<file path="src/rtl/axi_sram_slave_if.sv">
// AXI4 slave-side bus bundle for axi_sram_slave: AW/W/B/AR/R channels.
// The master modport is used by whatever drives the requests (bridge or bench).
interface axi_sram_slave_if #(
  parameter int IDW = 8
) ();

  logic [IDW-1:0] AWID;
  logic [31:0]    AWADDR;
  logic [3:0]     AWLEN;
  logic [2:0]     AWSIZE;
  logic [1:0]     AWBURST;
  logic           AWVALID;
  logic           AWREADY;

  logic [31:0]    WDATA;
  logic [3:0]     WSTRB;
  logic           WLAST;
  logic           WVALID;
  logic           WREADY;

  logic [IDW-1:0] BID;
  logic [1:0]     BRESP;
  logic           BVALID;
  logic           BREADY;

  logic [IDW-1:0] ARID;
  logic [31:0]    ARADDR;
  logic [3:0]     ARLEN;
  logic [2:0]     ARSIZE;
  logic [1:0]     ARBURST;
  logic           ARVALID;
  logic           ARREADY;

  logic [IDW-1:0] RID;
  logic [31:0]    RDATA;
  logic [1:0]     RRESP;
  logic           RLAST;
  logic           RVALID;
  logic           RREADY;

  modport slave (
    input  AWID, AWADDR, AWLEN, AWSIZE, AWBURST, AWVALID,
    output AWREADY,
    input  WDATA, WSTRB, WLAST, WVALID,
    output WREADY,
    output BID, BRESP, BVALID,
    input  BREADY,
    input  ARID, ARADDR, ARLEN, ARSIZE, ARBURST, ARVALID,
    output ARREADY,
    output RID, RDATA, RRESP, RLAST, RVALID,
    input  RREADY
  );

  modport master (
    output AWID, AWADDR, AWLEN, AWSIZE, AWBURST, AWVALID,
    input  AWREADY,
    output WDATA, WSTRB, WLAST, WVALID,
    input  WREADY,
    input  BID, BRESP, BVALID,
    output BREADY,
    output ARID, ARADDR, ARLEN, ARSIZE, ARBURST, ARVALID,
    input  ARREADY,
    input  RID, RDATA, RRESP, RLAST, RVALID,
    output RREADY
  );

endinterface

</file>
<file path="src/rtl/axi_sram_slave.sv">
// AXI4 responder in front of a 16K x 32 single-port synchronous SRAM.
// One transaction at a time: write burst (AW/W/B) or read burst (AR/R),
// each beat mapped onto one SRAM word access, INCR addressing only.
// Optional response checking is compiled in with `define AXI_SRAM_ERRCHK_EN:
// SLVERR on non-INCR bursts and on write bursts whose beat count at WLAST
// disagrees with AWLEN+1. Without it every response is OKAY.
module axi_sram_slave #(
  parameter int IDW     = 8,
  parameter int SRAM_AW = 14
) (
  input  logic               clk,
  input  logic               rst,
  axi_sram_slave_if.slave    bus,
  output logic               sram_cs,
  output logic               sram_oe,
  output logic [3:0]         sram_web,
  output logic [SRAM_AW-1:0] sram_a,
  output logic [31:0]        sram_di,
  input  logic [31:0]        sram_do
);

  typedef enum logic [1:0] {
    S_IDLE,
    S_WRITE,
    S_BRESP,
    S_READ
  } state_t;

  state_t             state;
  state_t             state_nx;
  logic [IDW-1:0]     id_q;
  logic [SRAM_AW-1:0] addr_q;
  logic [3:0]         len_q;
  logic [4:0]         beat_q;
  logic [1:0]         resp;
  logic               rlast;
  logic               aw_hs;
  logic               w_hs;
  logic               ar_hs;
  logic               r_hs;
  logic               unused_bits;

  // Size is fixed at 4 bytes and only the SRAM word field of the address matters.
  assign unused_bits = ^{bus.AWADDR[31:SRAM_AW+2], bus.AWADDR[1:0],
                         bus.ARADDR[31:SRAM_AW+2], bus.ARADDR[1:0],
                         bus.AWSIZE, bus.ARSIZE, bus.AWBURST, bus.ARBURST};

`ifdef AXI_SRAM_ERRCHK_EN
  logic err_q;
  assign resp = err_q ? 2'b10 : 2'b00;
`else
  assign resp = 2'b00;
`endif

  assign rlast = (beat_q == {1'b0, len_q});

  // State register.
  always_ff @(posedge clk) begin
    if (rst) state <= S_IDLE;
    else     state <= state_nx;
  end

  // Next-state, bus outputs and SRAM controls; everything is held at zero during reset.
  always_comb begin
    state_nx    = state;
    aw_hs       = 1'b0;
    w_hs        = 1'b0;
    ar_hs       = 1'b0;
    r_hs        = 1'b0;
    bus.AWREADY = 1'b0;
    bus.WREADY  = 1'b0;
    bus.BID     = '0;
    bus.BRESP   = 2'b00;
    bus.BVALID  = 1'b0;
    bus.ARREADY = 1'b0;
    bus.RID     = '0;
    bus.RDATA   = '0;
    bus.RRESP   = 2'b00;
    bus.RLAST   = 1'b0;
    bus.RVALID  = 1'b0;
    sram_cs     = 1'b0;
    sram_oe     = 1'b0;
    sram_web    = '1;
    sram_a      = addr_q;
    sram_di     = '0;
    if (!rst) begin
      unique case (state)
        S_IDLE: begin
          bus.AWREADY = 1'b1;
          bus.ARREADY = !bus.AWVALID;
          aw_hs       = bus.AWVALID;
          ar_hs       = bus.ARVALID && !bus.AWVALID;
          if (aw_hs) begin
            state_nx = S_WRITE;
          end else if (ar_hs) begin
            // Issue the first read now so its data is on sram_do when RVALID rises.
            state_nx = S_READ;
            sram_cs  = 1'b1;
            sram_oe  = 1'b1;
            sram_a   = bus.ARADDR[SRAM_AW+1:2];
          end
        end
        S_WRITE: begin
          bus.WREADY = 1'b1;
          w_hs       = bus.WVALID;
          if (w_hs) begin
            sram_cs  = 1'b1;
            sram_web = ~bus.WSTRB;
            sram_di  = bus.WDATA;
            if (bus.WLAST) state_nx = S_BRESP;
          end
        end
        S_BRESP: begin
          bus.BVALID = 1'b1;
          bus.BID    = id_q;
          bus.BRESP  = resp;
          if (bus.BREADY) state_nx = S_IDLE;
        end
        S_READ: begin
          bus.RVALID = 1'b1;
          bus.RID    = id_q;
          bus.RDATA  = sram_do;
          bus.RRESP  = resp;
          bus.RLAST  = rlast;
          sram_cs    = 1'b1;
          sram_oe    = 1'b1;
          r_hs       = bus.RREADY;
          // Prefetch the next word only on acceptance so RDATA holds during stalls.
          if (r_hs) begin
            sram_a = addr_q + 1'b1;
            if (rlast) state_nx = S_IDLE;
          end
        end
        default: state_nx = S_IDLE;
      endcase
    end
  end

  // Burst context: ID, word address, length, beat count (and error flag).
  always_ff @(posedge clk) begin
    if (rst) begin
      id_q   <= '0;
      addr_q <= '0;
      len_q  <= '0;
      beat_q <= '0;
`ifdef AXI_SRAM_ERRCHK_EN
      err_q  <= 1'b0;
`endif
    end else begin
      if (aw_hs) begin
        id_q   <= bus.AWID;
        addr_q <= bus.AWADDR[SRAM_AW+1:2];
        len_q  <= bus.AWLEN;
        beat_q <= '0;
`ifdef AXI_SRAM_ERRCHK_EN
        err_q  <= (bus.AWBURST != 2'b01);
`endif
      end else if (ar_hs) begin
        id_q   <= bus.ARID;
        addr_q <= bus.ARADDR[SRAM_AW+1:2];
        len_q  <= bus.ARLEN;
        beat_q <= '0;
`ifdef AXI_SRAM_ERRCHK_EN
        err_q  <= (bus.ARBURST != 2'b01);
`endif
      end
      if (w_hs || r_hs) begin
        addr_q <= addr_q + 1'b1;
        beat_q <= beat_q + 1'b1;
      end
`ifdef AXI_SRAM_ERRCHK_EN
      // beat_q counts beats before this one, so a correct WLAST sees beat_q == AWLEN.
      if (w_hs && bus.WLAST && (beat_q != {1'b0, len_q})) err_q <= 1'b1;
`endif
    end
  end

endmodule

</file>
<file path="src/flat_wrapper.sv">
// flat-port wrapper written by rule: the top's interface ports become plain ports
module axi_sram_slave_flat 
#(
  parameter int IDW     = 8,
  parameter int SRAM_AW = 14
)
  (clk, rst, sram_cs, sram_oe, sram_web, sram_a, sram_di, sram_do, bus_AWID, bus_AWADDR, bus_AWLEN, bus_AWSIZE, bus_AWBURST, bus_AWVALID, bus_AWREADY, bus_WDATA, bus_WSTRB, bus_WLAST, bus_WVALID, bus_WREADY, bus_BID, bus_BRESP, bus_BVALID, bus_BREADY, bus_ARID, bus_ARADDR, bus_ARLEN, bus_ARSIZE, bus_ARBURST, bus_ARVALID, bus_ARREADY, bus_RID, bus_RDATA, bus_RRESP, bus_RLAST, bus_RVALID, bus_RREADY);
  axi_sram_slave_if #(.IDW(IDW)) bus_i ();
  input  logic clk;
  input  logic rst;
  output logic sram_cs;
  output logic sram_oe;
  output logic [3:0] sram_web;
  output logic [SRAM_AW-1:0] sram_a;
  output logic [31:0] sram_di;
  input  logic [31:0] sram_do;
  input wire logic [$bits(bus_i.AWID)-1:0] bus_AWID;
  input wire logic [$bits(bus_i.AWADDR)-1:0] bus_AWADDR;
  input wire logic [$bits(bus_i.AWLEN)-1:0] bus_AWLEN;
  input wire logic [$bits(bus_i.AWSIZE)-1:0] bus_AWSIZE;
  input wire logic [$bits(bus_i.AWBURST)-1:0] bus_AWBURST;
  input wire logic [$bits(bus_i.AWVALID)-1:0] bus_AWVALID;
  output wire logic [$bits(bus_i.AWREADY)-1:0] bus_AWREADY;
  input wire logic [$bits(bus_i.WDATA)-1:0] bus_WDATA;
  input wire logic [$bits(bus_i.WSTRB)-1:0] bus_WSTRB;
  input wire logic [$bits(bus_i.WLAST)-1:0] bus_WLAST;
  input wire logic [$bits(bus_i.WVALID)-1:0] bus_WVALID;
  output wire logic [$bits(bus_i.WREADY)-1:0] bus_WREADY;
  output wire logic [$bits(bus_i.BID)-1:0] bus_BID;
  output wire logic [$bits(bus_i.BRESP)-1:0] bus_BRESP;
  output wire logic [$bits(bus_i.BVALID)-1:0] bus_BVALID;
  input wire logic [$bits(bus_i.BREADY)-1:0] bus_BREADY;
  input wire logic [$bits(bus_i.ARID)-1:0] bus_ARID;
  input wire logic [$bits(bus_i.ARADDR)-1:0] bus_ARADDR;
  input wire logic [$bits(bus_i.ARLEN)-1:0] bus_ARLEN;
  input wire logic [$bits(bus_i.ARSIZE)-1:0] bus_ARSIZE;
  input wire logic [$bits(bus_i.ARBURST)-1:0] bus_ARBURST;
  input wire logic [$bits(bus_i.ARVALID)-1:0] bus_ARVALID;
  output wire logic [$bits(bus_i.ARREADY)-1:0] bus_ARREADY;
  output wire logic [$bits(bus_i.RID)-1:0] bus_RID;
  output wire logic [$bits(bus_i.RDATA)-1:0] bus_RDATA;
  output wire logic [$bits(bus_i.RRESP)-1:0] bus_RRESP;
  output wire logic [$bits(bus_i.RLAST)-1:0] bus_RLAST;
  output wire logic [$bits(bus_i.RVALID)-1:0] bus_RVALID;
  input wire logic [$bits(bus_i.RREADY)-1:0] bus_RREADY;
  assign bus_i.AWID = bus_AWID;
  assign bus_i.AWADDR = bus_AWADDR;
  assign bus_i.AWLEN = bus_AWLEN;
  assign bus_i.AWSIZE = bus_AWSIZE;
  assign bus_i.AWBURST = bus_AWBURST;
  assign bus_i.AWVALID = bus_AWVALID;
  assign bus_AWREADY = bus_i.AWREADY;
  assign bus_i.WDATA = bus_WDATA;
  assign bus_i.WSTRB = bus_WSTRB;
  assign bus_i.WLAST = bus_WLAST;
  assign bus_i.WVALID = bus_WVALID;
  assign bus_WREADY = bus_i.WREADY;
  assign bus_BID = bus_i.BID;
  assign bus_BRESP = bus_i.BRESP;
  assign bus_BVALID = bus_i.BVALID;
  assign bus_i.BREADY = bus_BREADY;
  assign bus_i.ARID = bus_ARID;
  assign bus_i.ARADDR = bus_ARADDR;
  assign bus_i.ARLEN = bus_ARLEN;
  assign bus_i.ARSIZE = bus_ARSIZE;
  assign bus_i.ARBURST = bus_ARBURST;
  assign bus_i.ARVALID = bus_ARVALID;
  assign bus_ARREADY = bus_i.ARREADY;
  assign bus_RID = bus_i.RID;
  assign bus_RDATA = bus_i.RDATA;
  assign bus_RRESP = bus_i.RRESP;
  assign bus_RLAST = bus_i.RLAST;
  assign bus_RVALID = bus_i.RVALID;
  assign bus_i.RREADY = bus_RREADY;
  axi_sram_slave #(.IDW(IDW), .SRAM_AW(SRAM_AW)) u_core (.clk(clk), .rst(rst), .bus(bus_i), .sram_cs(sram_cs), .sram_oe(sram_oe), .sram_web(sram_web), .sram_a(sram_a), .sram_di(sram_di), .sram_do(sram_do));
endmodule
</file>
<file path="config.mk">
export PLATFORM = sky130hd
export DESIGN_NAME = axi_sram_slave_flat
export DESIGN_NICKNAME = d
export VERILOG_FILES = /design/src/rtl/axi_sram_slave_if.sv /design/src/rtl/axi_sram_slave.sv /design/src/flat_wrapper.sv
export SDC_FILE = /design/constraint.sdc
export NUM_CORES = 1
export LEC_CHECK = 0
export BUFFER_PORTS_ARGS = -buffer_cell sky130_fd_sc_hd__buf_2
export CAP_MARGIN = 20
export CORE_AREA = 2 2 111 113
export DETAILED_ROUTE_END_ITERATION = 6
export DIE_AREA = 0 0 113 115
export SETUP_SLACK_MARGIN = 0.05
export SLEW_MARGIN = 10
export SYNTH_ARGS = -nofsm -noshare
export SYNTH_HDL_FRONTEND = slang
export SYNTH_SLANG_ARGS = --single-unit
</file>
<file path="constraint.sdc">
create_clock -name clk -period 3.1 [get_ports clk]
set_clock_uncertainty 0.1 [all_clocks]
set_input_delay 0.155 -clock clk [delete_from_list [all_inputs] [get_ports clk]]
set_output_delay 0.155 -clock clk [all_outputs]
set_load 0.005 [all_outputs]
</file>
# Yosys cells after proc, flatten, opt, wreduce, memory -nomap -nowiden
# Index checks and enable logic that the tools add are counted.
dict set report word_totals {
  register_bits 33
  input_bits 174
  output_inout_bits 110
  wordCells 87
}
dict set report op_classes {
  addsub 2
  eq_ne 10
  muxes 62
  n_bitwise 1
  n_reduce_logical 7
}
# operator count
set op_table {}
lappend op_table {{2-to-1 mux 32 bit} 5}
lappend op_table {{2-to-1 mux 14 bit} 7}
lappend op_table {{2-to-1 mux 8 bit} 6}
lappend op_table {{one-hot mux 14 bit (2 select lines)} 1}
lappend op_table {{2-to-1 mux 1 bit} 25}
lappend op_table {{2-to-1 mux 4 bit} 5}
lappend op_table {{2-to-1 mux 5 bit} 3}
lappend op_table {{adder 14 x 1 -> 14 bit, second input constant} 1}
lappend op_table {{2-to-1 mux 2 bit} 7}
lappend op_table {{!= test 2 bit, second input constant} 4}
lappend op_table {{one-hot mux 2 bit (4 select lines)} 1}
lappend op_table {{AND reduction 6 bit} 1}
lappend op_table {{adder 5 x 1 -> 5 bit, second input constant} 1}
lappend op_table {{== test 5 x 4 -> 1 bit} 1}
lappend op_table {{== test 2 bit, second input constant} 2}
lappend op_table {{inverter 4 bit} 1}
lappend op_table {{!= test 3 x 2 -> 1 bit, second input constant} 1}
lappend op_table {{one-hot mux 1 bit (3 select lines)} 1}
lappend op_table {{nonzero test 3 bit} 1}
lappend op_table {{== test 2 x 1 -> 1 bit, second input constant} 1}
lappend op_table {{logical NOT 2 bit} 1}
lappend op_table {{!= test 2 x 1 -> 1 bit, second input constant} 1}
lappend op_table {{one-hot mux 1 bit (2 select lines)} 1}
lappend op_table {{nonzero test 2 bit} 1}
lappend op_table {{other kinds (3)} 3}

# Depth between registers and ports, before layout
dict set report depth {
  ltp_word 7
  mapped_depth 8
  depth_no_buf 7
}

# Worst setup path after synthesis
# OpenSTA, ideal clock, no wires.
dict set report synth_timing {
  kind {reg2out}
  startpoint {reg u_core.state[0]}
  endpoint {out sram_a[13]}
  arrival_time_ns 1.808
  t_required_ns 2.845
  setup_slack_ns 1.037
  stages_incl_launch_ff 8
  n_path_buf 1
  path_cell_list {dfxtp_1 > inv_1 > ha_1 > or2_1 > buf_6 > a211o_1 > o21bai_1 > a221o_1}
}
dict set report synth_via {
  elab_chain_cells 3
  elab_cells_between_ends 4
  classes_between {eq/ne (1); mux (2); reduce/logical (1)}
}
# element line_no
set synth_lines {}
lappend synth_lines {{start: declaration} axi_sram_slave.sv:29} ;# state_t state;
lappend synth_lines {{start signal: assignment} axi_sram_slave.sv:60} ;# else state <= state_nx;
lappend synth_lines {{== test 2 bit / logical NOT 2 bit (equally long branches)} axi_sram_slave.sv:87} ;# unique case (state)
lappend synth_lines {{one-hot mux 14 bit (2 select lines) *} axi_sram_slave.sv:87}
lappend synth_lines {{2-to-1 mux 14 bit *} axi_sram_slave.sv:86} ;# if (!rst) begin
lappend synth_lines {{end: declaration} flat_wrapper.sv:14} ;# output logic [SRAM_AW-1:0] sram_a;
# Mark *: on every way between the ends. The rest lies on a longest branch, timed or not.

# Final worst setup path
dict set report layout_timing {
  startpoint {reg u_core.state[0]}
  endpoint {out sram_a[9]}
}
# Same word-level chain as after synthesis.

==> impl_metrics.tcl <==
set metrics [dict create \
    status "complete, but fails checks" \
    violations "design-rule violations" \
    clock-sinks 33 \
    syn-cell-area_sq_mm 0.00313 \
    hp-class "in -> reg" \
    drtIter0Drc 223 \
    grt_overflow 0 \
    cp-startpoint "u_core.state[0]$_SDFFE_PP0P_" \
    reg2reg_to "u_core.addr_q[11]$_SDFFE_PP0P_" \
    postSynthCellCount 444 \
    rsz0062_at_grt "false" \
    drtAntennaViolNets 0 \
    synth_flop_cell "dfxtp_1" \
    tns_ns 0 \
    antenna_found_initial 2 \
    critPathArrivalTime_ns 2.60 \
    root_buffer "clkbuf_16" \
    worstPathRequired_ns 2.84 \
    die_w_um 113 \
    r2r_start "u_core.state[0]$_SDFFE_PP0P_" \
    ys_seq_elements 33 \
    synthArstFlopShare 0 \
    finalSetupViolations 0 \
    slew_viol_final 0 \
    p_leak_uw 0.00257 \
    dieArea_sq_mm 0.0130 \
    post_cts_buffers 0 \
    gr-usage-all-layers 0.178 \
    cts_hold_buf 0 \
    irDropWorstVdd_uv 250 \
    worstMarginPinSlew_ns 0.857 \
    io_pins 284 \
    clkTransAtPathRegs_ns 0.06 \
    dr.pass1.iters 6 \
    routedWlPerCell_um 15.9 \
    crit_path_start_kind "register" \
    vias 4101 \
    relSlewSlack 0.426 \
    pwr_density_cell_mw_per_mm2 482 \
    clock_latency_ns 0.28 \
    hpwl_um 10100 \
    die_y_um 115 \
    drc 8 \
    nNetsFinal 834 \
    diodes 0 \
    critical_path_class "reg -> out" \
    cts-buffers-inserted 5 \
    place_congestion 0.889 \
    synth_edf_count 0 \
    cts_tree "done" \
    cap_violations 0 \
    start_util 0.265 \
    grt_max_degree 45 \
    syn2layout_area_growth_pct 43.4 \
    crit_family "compound AO/OA/AOI/OAI gates" \
    yosysWarnings 0 \
    grt_pass1_wl_um 19000 \
    viasPerCell 5.13 \
    crit_buf_inv 2 \
    clk_path_buf_depth 2 \
    critical_path.max_stage_delay_ns 0.47 \
    cp-endpoint "sram_a[9]" \
    rr_worst_depth 7 \
    dp_cells 792 \
    holdWs_ns 0.0450 \
    critPathCaptureType "output pin" \
    period_needed_ns 2.85 \
    seq_area_frac_synth 0.211 \
    core_area_sq_mm 0.0118 \
    finalHoldViolCount 0 \
    max_freq_mhz 351 \
    drive_gt1_frac 0.400 \
    post_cts_resized 0 \
    grt_pass1_vias 3622 \
    rows 40 \
    h-tree-depth 2 \
    r2r_slack_ns 0.71 \
    crit_chain "inv_1, ha_1, or2_1, a211o_1, a21o_1, a221o_1, buf_2" \
    final_cell_mix "buf_2 (233), and3_1 (76), nand2_1 (46), a21oi_1 (35), dfxtp_1 (33)" \
    path_max_fanout 14 \
    worstSetupPathDepth 7 \
    io_buffers 233 \
    min_period_over_period 0.919 \
    wirelength_um 12700 \
    crit_slowest_cell "a211o_1" \
    final_common_cell "buf_2" \
    stdcell_count 800 \
    postSynthAreaPerCell_sq_um 7.06 \
    ys_types 55 \
]
[power by group]
part	total [uW]	leakage (uW)	switching [uW]	internal [uW]
sequential	627	0.000270	109	518
clock	479	0.0000706	185	295
combinational	1060	0.00223	599	459
total	2160	0.00257	893	1270
[metrics by stage]
step	setup slack, ns	utilization	cell area (sq um)	total power (uW)
2_1_floorplan	1.04	-	3150	1300
3_3_place_gp	0.608	0.369	4360	1660
3_5_place_dp	0.534	0.369	4360	1690
4_1_cts	0.240	0.381	4490	2170
5_1_grt	0.0774	0.381	4490	2320
6_report	0.250	0.381	4490	2160
[worst min path at each step]
stage / from / end / slack [ns] / cells past startpoint
finish: rst / u_core.addr_q[3]$_SDFFE_PP0P_ / 0.04 / 2
global placement: rst / u_core.addr_q[3]$_SDFFE_PP0P_ / 0.33 / 2
global route: rst / u_core.addr_q[3]$_SDFFE_PP0P_ / 0.06 / 2
floorplan: bus_AWLEN[1] / u_core.len_q[1]$_SDFFE_PP0P_ / 0.24 / 2
detailed placement: rst / u_core.addr_q[3]$_SDFFE_PP0P_ / 0.33 / 2
CTS: rst / u_core.addr_q[3]$_SDFFE_PP0P_ / 0.04 / 2
[metal layers]
metal | vias to the layer above | GRT usage | share of wire
met5 | - | 0 | 0.0010
met4 | 2 | 0.0228 | 0.0035
met3 | 7 | 0.0380 | 0.090
met2 | 194 | 0.278 | 0.46
met1 | 1866 | 0.261 | 0.45
li1 | 2032 | - | -
[registers in the layout, indices dropped and copies added, names as in the netlist]
signal         flops
u_core.beat_q      5
u_core.len_q       4
u_core.id_q        8
u_core.state       2
u_core.addr_q     14
[cell families after synthesis]
logic type / synth area share
xor+xnor: 0.0140
other cells: 0.00120
mux: 0.0635
buf+inv: 0.0782
simple gates: 0.364
fa+ha+maj: 0.0319
compound gates: 0.237
flops: 0.211
[cell type report]
| cell class | instances | area (sq um) |
|---|---|---|
| Clock buffer | 6 | 129 |
| Fill cell | 1239 | 7320 |
| Sequential cell | 33 | 661 |
| Tap cell | 147 | 184 |
| Clock inverter | 2 | 10.0 |
| Multi-Input combinational cell | 360 | 2240 |
| Inverter | 10 | 37.5 |
| Timing Repair Buffer | 242 | 1230 |
[synth_stat cells, types with 6 or more instances]
master	number	area [sq um]
and2_1	10	62.6
a22oi_1	8	60.1
o21ai_0	25	125
ha_1	8	100
and3_1	76	475
nor2_1	23	86.3
mux2_2	7	78.8
o32a_1	6	60.1
mux2i_1	12	120
nor3_1	13	65.1
buf_4	6	45.0
inv_1	9	33.8
nor2b_1	7	43.8
buf_2	10	50.1
nand3_1	12	60.1
dfxtp_1	33	661
nand2_1	46	173
a21oi_1	35	175
clkbuf_1	24	90.1
No activity file was read; power rests on OpenSTA's default activity.
